==> src/rtl/store_buffer_pkg.sv <==
// Shared core package for the store buffer.
// Holds the default depth, the byte-enable width and the layout of one
// buffered store (word-aligned data with its byte-lane enables).
package store_buffer_pkg;

  localparam int SB_DEPTH_DEFAULT = 4;
  localparam int SB_ADDR_W        = 32;
  localparam int SB_DATA_W        = 32;
  localparam int SB_BE_W          = 4;

  typedef struct packed {
    logic [SB_ADDR_W-1:0] addr;
    logic [SB_DATA_W-1:0] data;
    logic [SB_BE_W-1:0]   be;
  } sb_entry_t;

endpackage

==> src/rtl/sb_fwd_match.sv <==
// Priority matcher for store-to-load forwarding.
// Compares every live entry against the load's word address and returns the
// payload of the youngest matching entry; no merging across entries.
// Ports:
//   entries  - full entry array of the buffer
//   head     - index of the oldest live entry
//   count    - number of live entries
//   ld_addr  - load address (only bits [31:2] are compared)
//   hit      - some live entry matches
//   data/be  - payload of the youngest match, 0 when no match
module sb_fwd_match
  import store_buffer_pkg::*;
#(
  parameter int DEPTH = SB_DEPTH_DEFAULT
) (
  input  sb_entry_t                  entries [DEPTH],
  input  logic [$clog2(DEPTH)-1:0]   head,
  input  logic [$clog2(DEPTH):0]     count,
  input  logic [SB_ADDR_W-1:0]       ld_addr,
  output logic                       hit,
  output logic [SB_DATA_W-1:0]       data,
  output logic [SB_BE_W-1:0]         be
);

  localparam int PTR_W = $clog2(DEPTH);

  logic [DEPTH-1:0] match;
  logic [DEPTH-1:0] addr_lsb_fold;
  logic [PTR_W-1:0] idx;
  logic             unused_bits;

  // An entry is live when its distance from head is below count.
  for (genvar gi = 0; gi < DEPTH; gi++) begin : g_match
    logic [PTR_W-1:0] age;
    assign age               = PTR_W'(gi) - head;
    assign match[gi]         = ({1'b0, age} < count) &&
                               (entries[gi].addr[31:2] == ld_addr[31:2]);
    assign addr_lsb_fold[gi] = ^entries[gi].addr[1:0];
  end

  // Byte offsets are kept with the entry but never take part in matching.
  assign unused_bits = ^{addr_lsb_fold, ld_addr[1:0]};

  // Walk oldest to youngest; a later match overrides an earlier one.
  always_comb begin
    hit  = 1'b0;
    data = '0;
    be   = '0;
    idx  = head;
    for (int k = 0; k < DEPTH; k++) begin
      idx = head + PTR_W'(k);
      if (match[idx]) begin
        hit  = 1'b1;
        data = entries[idx].data;
        be   = entries[idx].be;
      end
    end
  end

endmodule

==> src/rtl/store_buffer.sv <==
// Store buffer between the MEM stage and the data cache.
// Circular FIFO of DEPTH stores; the head store is offered to the cache and
// popped on wr_ack. Optional store-to-load forwarding is compiled in with the
// macro STORE_BUFFER_FWD_EN; without it the forwarding outputs are tied to 0.
// Ports:
//   clk, rst (synchronous, active-low)
//   enq_valid/enq_addr/enq_data/enq_be, enq_ready - store from MEM stage
//   wr_req/wr_addr/wr_data/wr_be, wr_ack         - head store to the cache
//   ld_req/ld_addr, fwd_hit/fwd_data/fwd_be      - load forwarding lookup
//   empty, full                                  - occupancy status
module store_buffer
  import store_buffer_pkg::*;
#(
  parameter int DEPTH = SB_DEPTH_DEFAULT
) (
  input  logic                 clk,
  input  logic                 rst,
  input  logic                 enq_valid,
  input  logic [SB_ADDR_W-1:0] enq_addr,
  input  logic [SB_DATA_W-1:0] enq_data,
  input  logic [SB_BE_W-1:0]   enq_be,
  output logic                 enq_ready,
  output logic                 wr_req,
  output logic [SB_ADDR_W-1:0] wr_addr,
  output logic [SB_DATA_W-1:0] wr_data,
  output logic [SB_BE_W-1:0]   wr_be,
  input  logic                 wr_ack,
  input  logic [SB_ADDR_W-1:0] ld_addr,
  input  logic                 ld_req,
  output logic                 fwd_hit,
  output logic [SB_DATA_W-1:0] fwd_data,
  output logic [SB_BE_W-1:0]   fwd_be,
  output logic                 empty,
  output logic                 full
);

  localparam int PTR_W = $clog2(DEPTH);
  localparam int CNT_W = PTR_W + 1;

  sb_entry_t         entries [DEPTH];
  logic [PTR_W-1:0]  head_reg, head_next;
  logic [PTR_W-1:0]  tail_reg, tail_next;
  logic [CNT_W-1:0]  count_reg, count_next;
  logic              do_enq, do_pop;

  assign full      = (count_reg == CNT_W'(DEPTH));
  assign empty     = (count_reg == '0);
  assign enq_ready = !full;
  assign wr_req    = !empty;

  // Enqueue is refused while full even if the head pops this cycle.
  assign do_enq = enq_valid && !full;
  assign do_pop = wr_req && wr_ack;

  always_comb begin
    head_next  = head_reg;
    tail_next  = tail_reg;
    count_next = count_reg;
    if (do_enq) tail_next = tail_reg + 1'b1;
    if (do_pop) head_next = head_reg + 1'b1;
    case ({do_enq, do_pop})
      2'b10:   count_next = count_reg + 1'b1;
      2'b01:   count_next = count_reg - 1'b1;
      default: count_next = count_reg;
    endcase
  end

  always_ff @(posedge clk) begin
    if (!rst) begin
      head_reg  <= '0;
      tail_reg  <= '0;
      count_reg <= '0;
    end else begin
      head_reg  <= head_next;
      tail_reg  <= tail_next;
      count_reg <= count_next;
    end
  end

  // Payload needs no reset: liveness comes from head/count alone.
  always_ff @(posedge clk) begin
    if (do_enq) begin
      entries[tail_reg] <= '{addr: enq_addr, data: enq_data, be: enq_be};
    end
  end

  // Stale payload is masked so an empty buffer drives zeros.
  assign wr_addr = empty ? '0 : entries[head_reg].addr;
  assign wr_data = empty ? '0 : entries[head_reg].data;
  assign wr_be   = empty ? '0 : entries[head_reg].be;

`ifdef STORE_BUFFER_FWD_EN
  logic                 match_hit;
  logic [SB_DATA_W-1:0] match_data;
  logic [SB_BE_W-1:0]   match_be;

  // Matching uses registered state only, so a store enqueued this cycle is
  // invisible while the one being popped still forwards.
  sb_fwd_match #(
    .DEPTH (DEPTH)
  ) u_fwd_match (
    .entries (entries),
    .head    (head_reg),
    .count   (count_reg),
    .ld_addr (ld_addr),
    .hit     (match_hit),
    .data    (match_data),
    .be      (match_be)
  );

  assign fwd_hit  = ld_req && match_hit;
  assign fwd_data = fwd_hit ? match_data : '0;
  assign fwd_be   = fwd_hit ? match_be   : '0;
`else
  logic unused_ld;

  assign fwd_hit   = 1'b0;
  assign fwd_data  = '0;
  assign fwd_be    = '0;
  assign unused_ld = ^{ld_addr, ld_req};
`endif

endmodule

==> config.mk <==
export PLATFORM = sky130hd
export DESIGN_NAME = store_buffer
export DESIGN_NICKNAME = d
export VERILOG_FILES = /design/src/rtl/store_buffer_pkg.sv /design/src/rtl/sb_fwd_match.sv /design/src/rtl/store_buffer.sv
export SDC_FILE = /design/constraint.sdc
export NUM_CORES = 1
export LEC_CHECK = 0
export CAP_MARGIN = 15
export CELL_PAD_IN_SITES_DETAIL_PLACEMENT = 0
export CELL_PAD_IN_SITES_GLOBAL_PLACEMENT = 1
export CORE_ASPECT_RATIO = 1.5
export CORE_UTILIZATION = 30
export CTS_CLUSTER_SIZE = 16
export DETAILED_ROUTE_END_ITERATION = 7
export PLACE_DENSITY_LB_ADDON = 0.25
export SLEW_MARGIN = 20
export SYNTH_ARGS = -nofsm -noshare
export SYNTH_HDL_FRONTEND = slang
export SYNTH_SLANG_ARGS = --single-unit
==> constraint.sdc <==
create_clock -name clk -period 3.95 [get_ports clk]
set_input_delay 0.5925 -clock clk [delete_from_list [all_inputs] [get_ports clk]]
set_output_delay 0.5925 -clock clk [all_outputs]
set_load 0.02 [all_outputs]
Word-level counts from Yosys, hierarchy flattened:

Memory sizes are Yosys's and may differ from the RTL's. A register that Yosys moved wholly into a read port is not among the register bits.
Cells that the tools add are included.

* flip-flop bits (word level): 7
* bits in writable memories: 272
* input bits: 105
* output and inout port bits: 109
* word-level logic and storage cells: 25
* memories kept: 1

* add/subtract/negate cells: 4
* equal/unequal tests: 3
* mux-type cells: 8
* reduce and logical (&&, ||, !) cells: 6

Memory list
* entries: depth 4, bits a word 68, rd ports 1, clocked after Yosys merged registers in 1, wr ports 1, RTL line store_buffer.sv:40 `sb_entry_t entries [DEPTH];`

Operator list (count)
* 2-to-1 mux 32 bit: 2
* one-hot mux 3 bit (2 select lines): 1
* adder 2 x 1 -> 2 bit (second input constant): 2
* 2-to-1 mux 2 bit: 2
* 2-to-1 mux 4 bit: 1
* adder 3 x 1 -> 3 bit (second input constant): 1
* == test 3 bit (second input constant): 1
* zero test 3 bit: 1
* subtractor 3 x 1 -> 3 bit (second input constant): 1
* == test 2 x 1 -> 1 bit (second input constant): 1
* == test 2 bit (second input constant): 1
* logical AND 1 bit: 2
* zero test 1 bit: 2
* 2-to-1 mux 1 bit: 2
* nonzero test 2 bit: 1

Longest topological paths before layout:

* depth after elaboration: 5
* depth in mapped cells: 12
* gate-level depth less buffers: 11

Worst setup path after synthesis:

Ideal clock, no wire load.

* path kind: reg2reg
* from: register count_reg[0]
* to: memory entries[0][0] (netlist name), enable pin
* library setup time: 0.433 ns
* arrival time: 2.797 ns
* required time: 3.517 ns
* path slack: 0.719 ns
* stages on the path, launching flop included: 7
* path buffers: 1
* clock period less this slack: 3.231 ns
* cells stage by stage: dfxtp_1 -> inv_1 -> nand3_1 -> inv_1 -> nor2b_1 -> clkbuf_1 -> and2_1

* cells in the longest elaborated chain, start to end: 5

RTL lines
* from (decl): RTL line store_buffer.sv:43 `logic [CNT_W-1:0] count_reg, count_next;`
* from (signal assigned): RTL line store_buffer.sv:76 `count_reg <= count_next;`
* == test 3 bit: RTL line store_buffer.sv:46 `assign full = (count_reg == CNT_W'(DEPTH));`
* zero test 1 bit
* via enq_ready: RTL line store_buffer.sv:22 `output logic enq_ready,`
* logical AND 1 bit: RTL line store_buffer.sv:52 `assign do_enq = enq_valid && !full;`
* 2-to-1 mux 1 bit: RTL line store_buffer.sv:82 `if (do_enq) begin`
* 2-to-1 mux 1 bit (not written as such): RTL line store_buffer.sv:83 `entries[tail_reg] <= '{addr: enq_addr, data: enq_data, be: enq_be};`
* to (decl): RTL line store_buffer.sv:40

The timed path passes the listed nets, and every way through them passes these cells.

==> summary.md <==
| Metric | Value |
|---|---|
| HP Class | reg -> reg |
| Initial antenna violation count | 1 |
| Root buf cell | clkbuf_16 |
| # DRC | 0 |
| Cell Rows | 85 |
| Fmax achieved | 0.291 GHz |
| CTS max path bufs | 3 |
| Setup TNS | 0 ps |
| H-tree depth | 1 |
| CP max FO | 20 |
| Layout cells sized above 1 | 18.2% |
| CTS resizes | 0 |
| Post-CTS Setup Bufs | 0 |
| Nets | about 790 |
| Most frequent cells in the layout | edfxtp_1 (272), clkdlybuf4s50_1 (143), and2_1 (71), mux4_2 (68), conb_1 (37) |
| CP required | 3360 ps |
| Yosys warns | 0 |
| Final Hold Fails | 0 |
| Pre-CTS WS | 898 ps |
| WP buf/inv | 2 |
| Startpoint types | register |
| Insertion delay to the later sink of the worst-skew pair | between 500 and 600 ps |
| Crit end category | primary output |
| Die Y | ~240 microns |
| Sequential-to-total area share from yosys stat | 75.6% |
| Post-DRT Antenna Nets | 0 |
| Top delay family on crit path | buffers and inverters |
| CTS clk-pin slew, worst paths | 60 ps |
| Final setup margin | 515 ps |
| Metal1 wirelength | between 8000 and 9000 microns |
| Total of max-cap violations | 0 |
| Cells after DPL | about 1100 |
| Die Span X | about 160 microns |
| Port buffer count | 143 |
| DR top layer | met4 |
| Worst-path cell chain | buf_4 -> mux4_2 -> and2_1 -> clkdlybuf4s50_1 |
| Critical path class | reg -> out |
| CP arrival | roughly 2800 ps |
| Worst ir drop on vdd | 0.491 mV |
| Cells after Synth | 526 |
| Fin crit share | 87.0% |
| Starting Density | 30.6% |
| Netlist Area Pre-Place | 11000 sq um |
| Layout Utilization | 38.4% |
| Max reg flops | approximately 270 |
| Seq cells post-synth | 281 |
| First-pass GRT wire length | around 34000 microns |
| Max-Slew Margin vs Limit | ~53% |
| DRT iter0 DRCs | 168 |
| Hpwl dp | roughly 14000 microns |
| Clock buffer count from CTS | 27 |
| Mapped Avg Cell Area | 21.0 sq um |
| Detailed Routing Iterations Pass 1 | 4 |
| Final max-slew violation count | 0 |
| Vias per inst | 4.42 |
| Synth cell types | 23 |
| Hold_ws | 491 ps |
| Routed len/inst | slightly below 20 microns |
| CTS tree | yes |
| Metal3 WL | 986 microns |
| Final Non-Filler Cells | 1181 |
| Total track usage | approximately 13% |
| Routed length on met2 | 12500 microns |
| Power per cell area | 666 nW/um^2 |
| Detailed Route WL | 22700 microns |
| Most common cell after layout, fill and taps aside | edfxtp_1 |
| Vias | 5224 |
| Congestion Overflow GR | 0 |
| Worst Tran Pin Value | about 700 ps |
| Hold buffer count at CTS | 0 |
| Clock skew | 14.0 ps |
| Core area | 36100 sq um |
| Tmin final | 3440 ps |
| Vias in the first global route | 5837 |
| Largest net degree at the start of global routing | 48 |
| Leakage | about 4.4 nW |
| GPL Wtd Cong | 0.655 |
| Status | completed |
| CTS sink count | between 200 and 300 |
| CP peak stage delay | ~660 ps |
| # setup viols final | 0 |
| Boundary pin count | around 210 |
| Area Growth Syn to Fin | 25.4% |
| Unrepaired setup endpoints after global routing | false |
| Die area | about 38000 sq um |
| Slowest cell on crit path | dfxtp_4 |
## through the flow
stage / power [mW] / area [sq um]
final: 9.22 / 13900
after detailed placement: 6.75 / 12900
after CTS: 9.41 / 13900
after floorplan: 5.52 / 11200
after global placement: 6.70 / 12900
after global routing: 9.66 / 13900
## cells by family after synthesis
kind of cell | Yosys count | share of synthesized area (%)
XOR/XNOR | 2 | 0.159
flip-flops | 281 | 75.6
buffers and inverters | 71 | 4.27
other | 1 | 0.0339
adder cells (fa/ha/maj) | 6 | 0.747
AND/OR/NAND/NOR | 88 | 4.84
multiplexers | 70 | 14.0
AO/OA/AOI/OAI | 7 | 0.362
## cells in the mapped netlist
master	n	area [sq um]
and2_1	75	469
nand4b_1	1	8.76
conb_1	1	3.75
fa_1	1	20.0
buf_6	1	11.3
a21boi_0	2	15.0
buf_12	3	60.1
edfxtp_1	272	8170
buf_4	37	278
o21ai_0	5	25.0
inv_1	8	30.0
mux2i_1	2	20.0
or3_1	3	18.8
clkbuf_1	14	52.6
nand2_1	7	26.3
xor2_1	1	8.76
dfxtp_1	9	180
nand3_1	1	5.00
ha_1	5	62.6
buf_2	8	40.0
xnor2_1	1	8.76
nor2b_1	1	6.26
mux4_2	68	1530
## routing by layer
layer,up-vias,GRT usage [%]
li1,2317,-
met1,2715,13.9
met2,152,23.5
met3,40,1.74
met4,0,4.90
met5,-,0
## power breakdown
part / internal (mW) / switching (mW) / leakage, nW
logic: 1.41 / 1.44 / 1.41
registers: 3.59 / 0.145 / 2.57
clock network: 1.56 / 1.07 / 0.448
## final timing paths
| kind | start | end | slack, ps | cells after the start |
|---|---|---|---|---|
| min reg2reg | head_reg[0] | register | 490 | 2 |
| min | head_reg[0] | register | 490 | 2 |
| max reg2reg | count_reg[0] | count_reg[2] | 1260 | 9 |
| max | register | wr_addr[0] | 510 | 4 |
## area by class of cell
cell class	count	area, sq um
sequential	281	8360
antenna	1	2.50
clock inverter	15	184
clock buffer	35	726
multi-input combinational	210	2380
tap	478	598
fill	3249	22200
timing repair buffer	153	1580
inverter	8	30.0
## worst reg2reg max path, cell delays in order, from the launching register on
cell and delay [ps]:
dfxtp_1 370, or3_2 360, buf_4 390, and2_1 230, ha_1 200, inv_1 70, fa_1 390, xor2_1 170
or3_1 300, a21boi_0 150
No activity file was read; power rests on OpenSTA's default activity.
